`config.mk`:
```
export PLATFORM = sky130hd
export DESIGN_NAME = wave_gen
export DESIGN_NICKNAME = d
export VERILOG_FILES = /design/src/rtl/wave_gen.sv
export SDC_FILE = /design/constraint.sdc
export NUM_CORES = 1
export LEC_CHECK = 0
export ABC_CLOCK_PERIOD_IN_PS = 4400
export CAP_MARGIN = 20
export CORE_MARGIN = 1.5
export CORE_UTILIZATION = 40
export DETAILED_ROUTE_END_ITERATION = 10
export GPL_TIMING_DRIVEN = 0
export SLEW_MARGIN = 20
export SYNTH_ARGS = -nofsm -noshare
export SYNTH_HDL_FRONTEND = slang
export SYNTH_SLANG_ARGS = --single-unit
```
`constraint.sdc`:
```
create_clock -name clk_i -period 4.4 [get_ports clk_i]
set_clock_uncertainty 0.2 [all_clocks]
set_input_delay 0.44 -clock clk_i [delete_from_list [all_inputs] [get_ports clk_i]]
set_output_delay 0.44 -clock clk_i [all_outputs]
set_load 0.1 [all_outputs]
```
`src/rtl/wave_gen.sv`:
```
// wave_gen: single-channel oscillator (sine/square/saw/silence) on a valid/ready stream.
// Ports: clk_i, reset_i (sync, active-low), wave_sel_i[1:0], ready_i, valid_o, data_o[width_p-1:0] signed.
// Macro WAVE_GEN_SINE_EN builds the quarter-wave sine ROM; without it select 00 outputs 0.
module wave_gen #(
  parameter int  width_p         = 24,
  parameter real sampling_freq_p = 44100.0,
  parameter real note_freq_p     = 440.0
) (
  input  logic                      clk_i,
  input  logic                      reset_i,
  input  logic [1:0]                wave_sel_i,
  input  logic                      ready_i,
  output logic                      valid_o,
  output logic signed [width_p-1:0] data_o
);

  localparam logic [1:0] SEL_SINE = 2'b00;
  localparam logic [1:0] SEL_SQR  = 2'b01;
  localparam logic [1:0] SEL_SAW  = 2'b10;

  // Phase step per sample; note_freq_p < sampling_freq_p/2 keeps it below 2^31.
  localparam real INC_R = note_freq_p * 4294967296.0 / sampling_freq_p;
  localparam logic [31:0] INC = 32'($rtoi(INC_R + 0.5));

  localparam logic signed [width_p-1:0] AMP =
    {1'b0, {(width_p-1){1'b1}}};

  logic [31:0]               phase;
  logic [31:0]               phase_next;
  logic                      accept;
  logic signed [width_p-1:0] sine_val;
  logic signed [width_p-1:0] wave;

  assign accept     = valid_o & ready_i;
  assign phase_next = accept ? phase + INC : phase;

`ifdef WAVE_GEN_SINE_EN
  localparam real HALF_PI = 1.5707963267948966;
  localparam real AMP_R   = (2.0 ** (width_p-1)) - 1.0;

  // Taylor series keeps the ROM build independent of tool math support;
  // on [0, pi/2] the truncation error is far below one LSB.
  function automatic logic [width_p-2:0] sine_entry(input int k);
    real x;
    real term;
    real acc;
    int  r;
    x    = HALF_PI * (real'(k) + 0.5) / 256.0;
    term = x;
    acc  = x;
    for (int n = 1; n < 12; n++) begin
      term = -term * x * x / real'((2*n) * (2*n+1));
      acc  = acc + term;
    end
    r = $rtoi(AMP_R * acc + 0.5);
    return (width_p-1)'(r);
  endfunction

  logic [width_p-2:0] lut [256];

  for (genvar k = 0; k < 256; k++) begin : g_rom
    localparam logic [width_p-2:0] ENTRY = sine_entry(k);
    assign lut[k] = ENTRY;
  end

  logic [7:0]         rom_addr;
  logic [width_p-2:0] mag;
  logic [width_p-1:0] mag_ext;

  // Odd quadrants run the table backwards (255-a == ~a);
  // the upper half-cycle is the negated lower one.
  assign rom_addr = phase_next[30] ? ~phase_next[29:22]
                                   : phase_next[29:22];
  assign mag      = lut[rom_addr];
  assign mag_ext  = {1'b0, mag};
  assign sine_val = phase_next[31] ? -$signed(mag_ext)
                                   : $signed(mag_ext);
`else
  assign sine_val = '0;
`endif

  // Low phase bits only carry fractional resolution.
  logic unused_phase;
  assign unused_phase = ^phase_next;

  always_comb begin
    wave = '0;
    unique case (wave_sel_i)
      SEL_SINE: wave = sine_val;
      SEL_SQR:  wave = phase_next[31] ? -AMP : AMP;
      SEL_SAW:  wave = $signed(phase_next[31 -: width_p]);
      default:  wave = '0;
    endcase
  end

  // data_o tracks f(phase) of the phase it is stored with,
  // so a stalled sample stays put and a resume shows the next one.
  always_ff @(posedge clk_i) begin
    if (!reset_i) begin
      phase   <= '0;
      valid_o <= 1'b0;
      data_o  <= '0;
    end else begin
      phase   <= phase_next;
      valid_o <= 1'b1;
      data_o  <= wave;
    end
  end

endmodule

```
# == Word level (Yosys, flattened, before mapping) ==
# Cells that the tools add are included.
# word_totals
register_bits,57
output_inout_bits,25
word_cells,12
# classes
addsub,1
n_eq_ne,2
mux,4
bitwise_logic,1
# ops
op,n
case mux 24 bit (2 select lines),1
"adder 32 x 26 -> 32 bit, second input constant",1
two-way mux 32 bit,1
two-way mux 24 bit,1
"equality test 2 x 1 -> 1 bit, second input constant",1
"equality test 2 bit, second input constant",1
AND 1 bit,1
two-way mux 1 bit,1

# == Depth between registers and ports, before layout ==
# Gate-level depths: netlist (run 1).
# depth
depth_word,4
ltp_mapped,9
ltp_nobuf,8

# == Worst setup path after synthesis (run 1) ==
# No wires, ideal clock.
# synth_path
path_type,reg-to-reg
start,reg valid_o
end,reg data_o[21]
arrival_time_ns,2.409
slack_ns,1.727
stages_incl_launch_ff,7
n_path_buf,0
cell_sequence,dfxtp_1 > nand2_1 > nor4_1 > o2111ai_1 > and2_1 > or4_1 > nand4_1
# synth_via
elab_chain_len,4
# synth_lines
item,line_no,source
from (decl),13,"output logic valid_o,"
from (signal assigned),101,valid_o <= 1'b0;
from (signal assigned),105,valid_o <= 1'b1;
AND 1 bit *,34,assign accept = valid_o & ready_i;
two-way mux 32 bit *,35,assign phase_next = accept ? phase + INC : phase;
two-way mux 24 bit,90,SEL_SQR: wave = phase_next[31] ? -AMP : AMP;
case mux 24 bit (2 select lines) *,88,unique case (wave_sel_i)
to (signal assigned),106,data_o <= wave;
to (decl),14,output logic signed [width_p-1:0] data_o
# Every way passes the cells marked *; elsewhere a longest branch is shown, timed or not.
# A chain may end at the register's enable or synchronous reset.

# == Final worst setup path (run 1) ==
# layout_path
start,reg phase[7]
end,reg data_o[5]
# layout_via
elab_chain_len,4
# layout_lines
item,line_no,source
from (decl),28,logic [31:0] phase;
from (signal assigned),104,phase <= phase_next;
adder 32 x 26 -> 32 bit *,35,
two-way mux 32 bit *,35,
two-way mux 24 bit,90,
case mux 24 bit (2 select lines) *,88,
# Marked as above.

==> results.md, run 1 <==
Route:
- The iteration count of the initial detailed-routing pass is 5.
- The violation count after the first detailed-route iteration is 118.
- In this run the remaining antenna-violating nets after routing total 0.
- Dividing the detail-routed wire length by the instance count gives 14.5 microns.
- The remaining design rule violation count is 0.
- The total wire length is 5.93 mm.
- The final route contains 2149 vias.
- After detailed routing, the number of vias per cell comes to 5.24.

Synthesis:
- Yosys attributes the largest share of cell area to sky130_fd_sc_hd__dfxtp_1, sky130_fd_sc_hd__xnor2_1, sky130_fd_sc_hd__o21ai_0, sky130_fd_sc_hd__nor2_1, sky130_fd_sc_hd__and2_1.
- The flop and latch count out of synthesis is 57.
- The warning count from the yosys run is 0.
- Dividing the synthesized area by the synthesized cell count gives 8.75 sq um.
- Yosys mapped a number of flops with a built-in enable equal to 0.
- The mapped netlist covers 2540 sq um.
- The sequential-to-total area share from yosys stat is 45.0%.
- The net count after synthesis is 298.
- Summed over its instances, the top area cell type makes up 45.0% of the synthesized netlist area.
- The gate count after technology mapping is 290.
- The netlist uses 46 different library cells.
- Among all flip-flop cells after synthesis, the most frequent one is sky130_fd_sc_hd__dfxtp_1.
- Counting flops with an async set or reset pin after synthesis yields a share of 0%.
- The dominant cell type by area after synthesis is sky130_fd_sc_hd__dfxtp_1.

CTS:
- For this design, the CTS-stage hold fixing added 0 buffers.
- The post-cts gate resize count is 0.
- The clock buffer count from CTS is 9.
- Counting every sink on the clock net gives 57.
- TritonCTS built the clock tree.
- The clock tree synthesis step divided the H-tree into 3 levels.
- At the later pin of the worst-skew pair, clock insertion delay measures 340 ps.
- After clock tree synthesis, the setup repair step added 0 buffers.
- In this run the clock root is driven by a sky130_fd_sc_hd__clkbuf_8.
- The longest clock path from root to sink contains 2 buffers.
- After clock tree synthesis, the clock-pin slew on the worst setup and hold paths is 60 ps.

Final layout:
- The count of cells in the finished layout, fillers not included, comes to 410.
- Counting the fill cells in the layout gives 595.
- Of the cells placed in the final design, the portion with a size suffix greater than 1 is 8.66%.
- The number of nets in the layout is 338.
- The count of antenna diodes in the layout is 0.
- The growth of design area from synthesis to finish is 24.7%.
- The final standard cell utilization of the core is 52.5%.

Hold path:
- The origin of the worst min-delay path is phase[1].
- The worst hold path belongs to the class reg2reg.
- The path with the worst hold slack has its endpoint at phase[1].
- The cell depth of the worst hold path is 2.

Worst setup path:
- Data on the critical path is required at its endpoint by 4390 ps.
- In this run the register-to-register setup slack is 1530 ps.
- The kind of launch point of the worst setup path is a flip-flop.
- The number of cells traversed by the worst register-to-register path is 7.
- STA classifies the critical path endpoint as a flip-flop.
- The endpoint identified for the worst register-to-register timing path is data_o[5].
- The data arrival at the endpoint of the critical path is 2860 ps.
- Along the worst path, the maximum fanout reaches 10.
- In this run the critical register-to-register path is launched from phase[7].
- The critical path start-end classification is reg2reg.

Global routing:
- Entering global routing, the biggest net connects 11 pins.
- The number of global-route vias before repair is 2031.
- Across every metal layer, demand over resource in global routing totals 19.6%.
- The wire length of the first global-routing pass is 9.85 mm.
- For this run the aggregate overflow at the end of global routing stands at 0.
- The number of antenna violations at the first check in global routing is 0.

Placement:
- OpenSTA, run right after detailed placement, puts the worst setup slack at 1360 ps.
- The number of buffers added on ports is 29.
- After detailed placement, the design holds a cell count of 394.
- The placer congestion estimate is 0.876.
- Detailed placement finished with a half-perimeter wire length of 4.19 mm.

STA:
- The number of failing hold endpoints at the final stage is 0.
- Across all hold checks on the routed design, the worst slack comes to 271 ps.
- Subtracting the final worst setup slack from the clock period gives 2870 ps.
- The aggregate negative setup slack is 0 ps.
- In the post-route analysis, the smallest setup slack over all paths is 1530 ps.
- Setup repair after global routing left no endpoint under its margin.
- The upper clock frequency limit is 348 MHz.
- Headroom to the max-slew limit came out at 35.5%.
- Dividing the final minimum period by the clock period gives 65.3%.
- At the pin with the least slew margin, the transition time is 965 ps.
- The final count of negative-setup-slack endpoints is 0.
- The number of slew-limit violations in the final report came to 0.

Die:
- The floorplan has 28 rows.
- The floorplan step defined a die boundary enclosing 6830 sq um.
- The starting utilization of the core area is 42.1%.
- In this run the count of I/O pins placed on the die edge is 30.
- The area of the core is 6030 sq um.
- The overall die height is 82.6 microns.
- The overall die width is 82.6 microns.

Outcome:
- The run finished with clean final reports.

Power and ir drop:
- In this run the static leakage power is 1.18 nW.
- The power density over the cells is 473 nW/um^2.
- Across the VDD grid, the largest voltage drop is 229 uV.

Job:
- The count of maximum capacitance violations is 0.
==> logic make-up (layout without fill, tap and decap cells) <==
| logic type | Yosys count | in the layout | share of synthesized area [%] |
|---|---|---|---|
| buf+inv | 21 | 66 | 3.55 |
| xor+xnor | 27 | 27 | 9.32 |
| simple gates | 112 | 112 | 22.7 |
| flops | 57 | 57 | 45.0 |
| compound gates | 69 | 69 | 17.5 |
| fa+ha+maj | 3 | 3 | 1.48 |
| mux | 1 | 1 | 0.444 |
==> flip-flops by register name, summed over array words and instances, names as in the netlist <==
signal / count
data_o: 24
valid_o: 1
phase: 32
==> layout make-up <==
cell class                 count  area (sq um)  share of cell area (%)
inverter                       7          26.3                   0.831
tap                           75          93.8                    2.97
clock buffer                  10           138                    4.35
timing repair buffer          29           290                    9.18
multi-input combinational    212          1310                    41.3
buffer                        14          63.8                    2.02
sequential                    57          1140                    36.1
clock inverter                 6           105                    3.32
==> per-layer routing <==
| layer | global-route usage, % | wire length (microns) | up-vias |
|---|---|---|---|
| met1 | 25.2 | 2830 | 978 |
| met3 | 5.49 | 318 | 10 |
| li1 | - | - | 1106 |
| met4 | 9.67 | 98 | 0 |
| met2 | 30.2 | 2680 | 55 |
| met5 | 0 | 0 | - |
==> cell usage in the layout, fill, tap and decap left out, types with 2 or more instances in the layout <==
cell                              instances
sky130_fd_sc_hd__o21a_1                   4
sky130_fd_sc_hd__clkdlybuf4s50_1         29
sky130_fd_sc_hd__nand4_1                  6
sky130_fd_sc_hd__a21bo_1                  2
sky130_fd_sc_hd__nor2b_1                  2
sky130_fd_sc_hd__clkbuf_8                10
sky130_fd_sc_hd__xor2_1                   5
sky130_fd_sc_hd__nand2b_1                 2
sky130_fd_sc_hd__nor4_1                   5
sky130_fd_sc_hd__o2111ai_1                2
sky130_fd_sc_hd__or2_2                    2
sky130_fd_sc_hd__dfxtp_1                 57
sky130_fd_sc_hd__clkinv_2                 3
sky130_fd_sc_hd__nand3_1                  9
sky130_fd_sc_hd__and3_1                   3
sky130_fd_sc_hd__o21ai_0                 32
sky130_fd_sc_hd__nor2_1                  34
sky130_fd_sc_hd__a32oi_1                  2
sky130_fd_sc_hd__or3_1                    5
sky130_fd_sc_hd__buf_2                    2
sky130_fd_sc_hd__inv_1                    6
sky130_fd_sc_hd__a31oi_1                  3
sky130_fd_sc_hd__xnor2_1                 22
sky130_fd_sc_hd__clkbuf_1                 9
sky130_fd_sc_hd__nor3_1                   9
sky130_fd_sc_hd__a21bo_2                  2
sky130_fd_sc_hd__nand2_1                 16
sky130_fd_sc_hd__ha_1                     3
sky130_fd_sc_hd__or4_1                    3
sky130_fd_sc_hd__bufinv_16                3
sky130_fd_sc_hd__a211oi_1                 2
sky130_fd_sc_hd__o211ai_1                 4
sky130_fd_sc_hd__and2_1                  10
sky130_fd_sc_hd__nand3b_1                 2
sky130_fd_sc_hd__a21oi_1                 10
==> per-stage QoR <==
stage               total power [mW]  area, sq um
floorplan                      0.837         2540
global placement               0.909         2920
detailed placement             0.911         2920
CTS                             1.51         3160
global route                    1.56         3160
finish                          1.50         3160
==> worst max path at each step <==
stage	startpoint	endpoint	slack (ps)	cells past startpoint
after floorplan	valid_o	data_o[21]	1730	6
after global placement	wave_sel_i[0]	data_o[21]	1390	10
after detailed placement	wave_sel_i[0]	data_o[21]	1360	10
after CTS	phase[3]	data_o[21]	1520	8
after global routing	phase[7]	data_o[4]	1170	7
final	phase[7]	data_o[5]	1530	7
==> where the power goes <==
part	switching [mW]	leakage [nW]	internal, mW
logic	0.223	0.585	0.0969
clock network	0.208	0.126	0.389
registers	0.0270	0.467	0.554
total	0.457	1.18	1.04
==> cells in the mapped netlist (2+ instances only) <==
cell	instances
sky130_fd_sc_hd__buf_2	2
sky130_fd_sc_hd__nor3_1	9
sky130_fd_sc_hd__nand3_1	9
sky130_fd_sc_hd__xor2_1	5
sky130_fd_sc_hd__a211oi_1	2
sky130_fd_sc_hd__nor2_1	34
sky130_fd_sc_hd__nand4_1	6
sky130_fd_sc_hd__clkbuf_1	9
sky130_fd_sc_hd__a21bo_1	2
sky130_fd_sc_hd__o21a_1	4
sky130_fd_sc_hd__o211ai_1	4
sky130_fd_sc_hd__nand2b_1	2
sky130_fd_sc_hd__xnor2_1	22
sky130_fd_sc_hd__nand2_1	16
sky130_fd_sc_hd__nand3b_1	2
sky130_fd_sc_hd__a32oi_1	2
sky130_fd_sc_hd__o21ai_0	32
sky130_fd_sc_hd__nor2b_1	2
sky130_fd_sc_hd__a21oi_1	10
sky130_fd_sc_hd__or4_1	3
sky130_fd_sc_hd__o2111ai_1	2
sky130_fd_sc_hd__inv_1	6
sky130_fd_sc_hd__ha_1	3
sky130_fd_sc_hd__or2_2	2
sky130_fd_sc_hd__or3_1	5
sky130_fd_sc_hd__a31oi_1	3
sky130_fd_sc_hd__and3_1	3
sky130_fd_sc_hd__and2_1	10
sky130_fd_sc_hd__a21bo_2	2
sky130_fd_sc_hd__nor4_1	5
sky130_fd_sc_hd__dfxtp_1	57
==> critical path, cell delays in order, from the launching register on <==
cell and delay, ps:
sky130_fd_sc_hd__dfxtp_1 340, sky130_fd_sc_hd__nor3_1 580, sky130_fd_sc_hd__nand3b_1 200, sky130_fd_sc_hd__o2111ai_1 230, sky130_fd_sc_hd__mux2_2 350, sky130_fd_sc_hd__nor2_1 240, sky130_fd_sc_hd__clkbuf_1 430, sky130_fd_sc_hd__o21ai_0 160
Power figures use the tool's default switching activity.
==> inputs of run 2 (changes only) <==
ABC_CLOCK_PERIOD_IN_PS = 2600   (was 4400)
clock period = 2.6 ns   (was 4.4 ns; I/O delays follow)
==> run 2 against run 1 <==
Net effect:
- count of clock-buffer cells in the layout grew 2
- critical path depth grew 1
- hold slack improved by 10 ps
- sequential power grew 70%
- utilization increased by 0.10 points
- final area up 0.20%
- power grew 49%
- final cell count rose by 0.73%
- largest power group is now sequential cells
==> results.md, run 2 (synthesized netlist as in run 1, its figures left out) <==
Route:
- The remaining design rule violation count is 0.
- The total wire length is 6.10 mm.
- Detailed routing inserted a total of 2207 vias.
- In this run, the number of DRC markers left after iteration 0 of detailed routing was 111.
- The average detailed-routed wire length per instance is 14.8 microns.
- The iteration count of the initial detailed-routing pass is 4.
- In the routed layout, each cell is associated on average with a via count of 5.34.
- The count of nets left with antenna violations once routing finished came out at 0.

CTS:
- The clock edge transition at the registers on the reported setup and hold paths is 60 ps.
- The number of buffers added to fix hold violations after cts is 0.
- The clock tree synthesis step divided the H-tree into 3 levels.
- No sink is reached through more buffers than the 2 on the longest clock path.
- TritonCTS built the clock tree.
- The clock buffer count from CTS is 9.
- The insertion delay of the later-clocked pin in the worst-skew pair is 340 ps.
- For this design, the sink count on the clock tree is 57.
- Clock tree synthesis selected as its root buffer the cell sky130_fd_sc_hd__clkbuf_8.

STA:
- Setup violations remaining at the end of the flow were counted as 0.
- Headroom to the max-slew limit came out at 35.5%.
- The aggregate negative setup slack is 0 ps.
- The routed design could run at a clock period as short as 2520 ps.
- The number of slew-limit violations in the final report is 0.
- Of the available clock period, the critical path in the final layout requires 97.1%.
- For the pin with the worst max-slew slack, the measured transition is 965 ps.
- Setup repair after global routing left no endpoint under its margin.
- The tightest hold path in the finished design has a slack of 281 ps.
- The number of failing hold endpoints at the final stage is 0.
- The upper clock frequency limit is 396 MHz.

Die:
- The starting utilization of the core area is 42.1%.
- The floorplan step defined a core boundary enclosing 6030 sq um.
- After floorplanning, the core was divided into 28 placement rows.
- The overall die height is 82.6 microns.
- The die covers 6830 sq um.
- Measured along the x axis, the die boundary spans 82.6 microns.
- The count of boundary I/O pins is 30.

Final layout:
- The final cell count without fillers is 413.
- The library cells used most frequently in the layout, excluding fill and tap cells, are sky130_fd_sc_hd__dfxtp_1, sky130_fd_sc_hd__nor2_1, sky130_fd_sc_hd__o21ai_0.
- The repair_antennas step left the layout with diodes totalling 0.
- In the final layout, the registers with the most flip-flops are phase (32), data_o (24), valid_o (1).
- Of the cells placed in the final design, the portion with a size suffix greater than 1 is 11.5%.
- The number of fillers in the final layout is 584.
- The flip-flop count of the largest register, all copies and words added is 32.
- The area growth from synthesis to layout is 25.0%.
- The area occupied by multi-input gates is 1350 sq um.
- The sequential cells in the finished layout cover a total of 1140 sq um.
- The final layout contains 341 nets.
- The register with the most flip-flops in the final layout is phase.
- The library cell used most frequently in the layout, excluding fill and tap cells, is sky130_fd_sc_hd__dfxtp_1.

Hold path:
- The min-delay analysis places its worst path in the category reg2reg.

Worst setup path:
- The worst setup path is captured at a flip-flop.
- The critical path goes through or3_4 > o21a_1 > buf_4 > o2111ai_2 > mux2_2 > nor2_4 > buf_8 > a21bo_2.
- The slowest stage cell on the critical path is sky130_fd_sc_hd__or3_4.
- The required arrival time at the worst endpoint is 2640 ps.
- The buffering stage count on the worst path with inverters included is 2.
- The largest single stage delay on the critical path is 390 ps.
- The top cell family by delay on the critical path is simple AND/OR/NAND/NOR gates.
- The largest fanout on the critical path is 10.
- The critical path start-end classification is reg2reg.
- The kind of launch point of the worst setup path is a flip-flop.
- The data arrival at the endpoint of the critical path is 2560 ps.

Power and ir drop:
- IR analysis of the VDD net gives a maximum drop of 388 uV.
- The leakage power of the design is 1.17 nW.
- The power density over the cells is 703 nW/um^2.

Global routing:
- The wire length of the first global-routing pass is 9.80 mm.
- The pin count of the biggest net entering global routing is 11.
- The number of global-route vias before repair was 2031.
- Summed over all layers, the global routing overflow is 0.
- The number of antenna violations at the first check in global routing is 0.
- The overall fraction of global-route tracks in use is 19.8%.

Placement:
- In this run, placement finished with an instance count of 394.
- The HPWL after detailed placement is 4.20 mm.
- Buffers placed on the I/O ports in this run total 29.
- Routability-driven placement finished with a final weighted congestion of 0.877.

Job:
- Across the run, the number of max-cap violations was 0.

Outcome:
- The run finished with clean final reports.
==> run 2: cell count changes in the layout (fill, tap and decap cells not counted), sizes merged <==
cell	change
bufinv	-3
buf	+4
clkinv	+1
clkbuf	+1
==> run 2: metrics by stage <==
stage                     cell area [sq um]  util, %  setup slack (ps)  power (mW)
final                                  3170     52.6              76.1        2.23
after global routing                   3170     52.6             0.425        2.35
after CTS                              3120     51.8              7.29        2.23
after detailed placement               2920     48.5              -294        1.54
after global placement                 2920     48.5              -277        1.54
after floorplan                        2540        -               162        1.42
==> run 2: power by group <==
part	switching, mW	internal [mW]	total [mW]
combinational	0.384	0.183	0.568
sequential	0.0507	0.940	0.990
clock	0.330	0.339	0.669
total	0.765	1.46	2.23
==> run 2: final cells by class <==
class	count	area share, %
Multi-Input combinational cell	212	42.7
Sequential cell	57	36.1
Timing Repair Buffer	32	9.87
Clock buffer	12	4.26
Tap cell	75	2.96
Buffer	14	2.65
Inverter	7	0.829
Clock inverter	4	0.632
==> run 2: worst register-to-register path: cells and delay by family (launching register included) <==
kind,cells,cell delay (ps)
compound gates,3,590
buf+inv,2,310
flops,1,350
mux,1,380
simple gates,2,600
==> run 2: what timing repair did <==
| item | 4_1_cts | 5_1_grt |
|---|---|---|
| buffers inserted | 1 | 1 |
| setup endpoints to repair | 22 | 26 |
| gates cloned | 1 | 0 |
| pin swaps | 2 | 3 |
| resized for setup | 7 | 12 |
==> run 2: layer usage <==
layer  vias up  track usage [%]  wire (microns)
met1      1019             24.9            2870
met5         -                0               0
li1       1111                -               -
met4         0             9.50             150
met3        14             8.46             380
met2        63             28.9            2700
==> run 2: final timing paths <==
| kind | startpoint | endpoint | slack [ps] | cells after the start |
|---|---|---|---|---|
| worst max-delay path | phase[3] | data_o[19] | 80 | 8 |
| worst min-delay path | phase[1] | phase[1] | 280 | 2 |
| worst min register to register | phase[1] | phase[1] | 280 | 2 |
| worst max register to register | phase[3] | data_o[19] | 80 | 8 |
==> inputs of run 3 (changes only) <==
GPL_ROUTABILITY_DRIVEN = 0   (was default)
SLEW_MARGIN = default   (was 20)
==> results of run 3 <==
The final DEF is identical to that of run 2; final timing and power are the same.
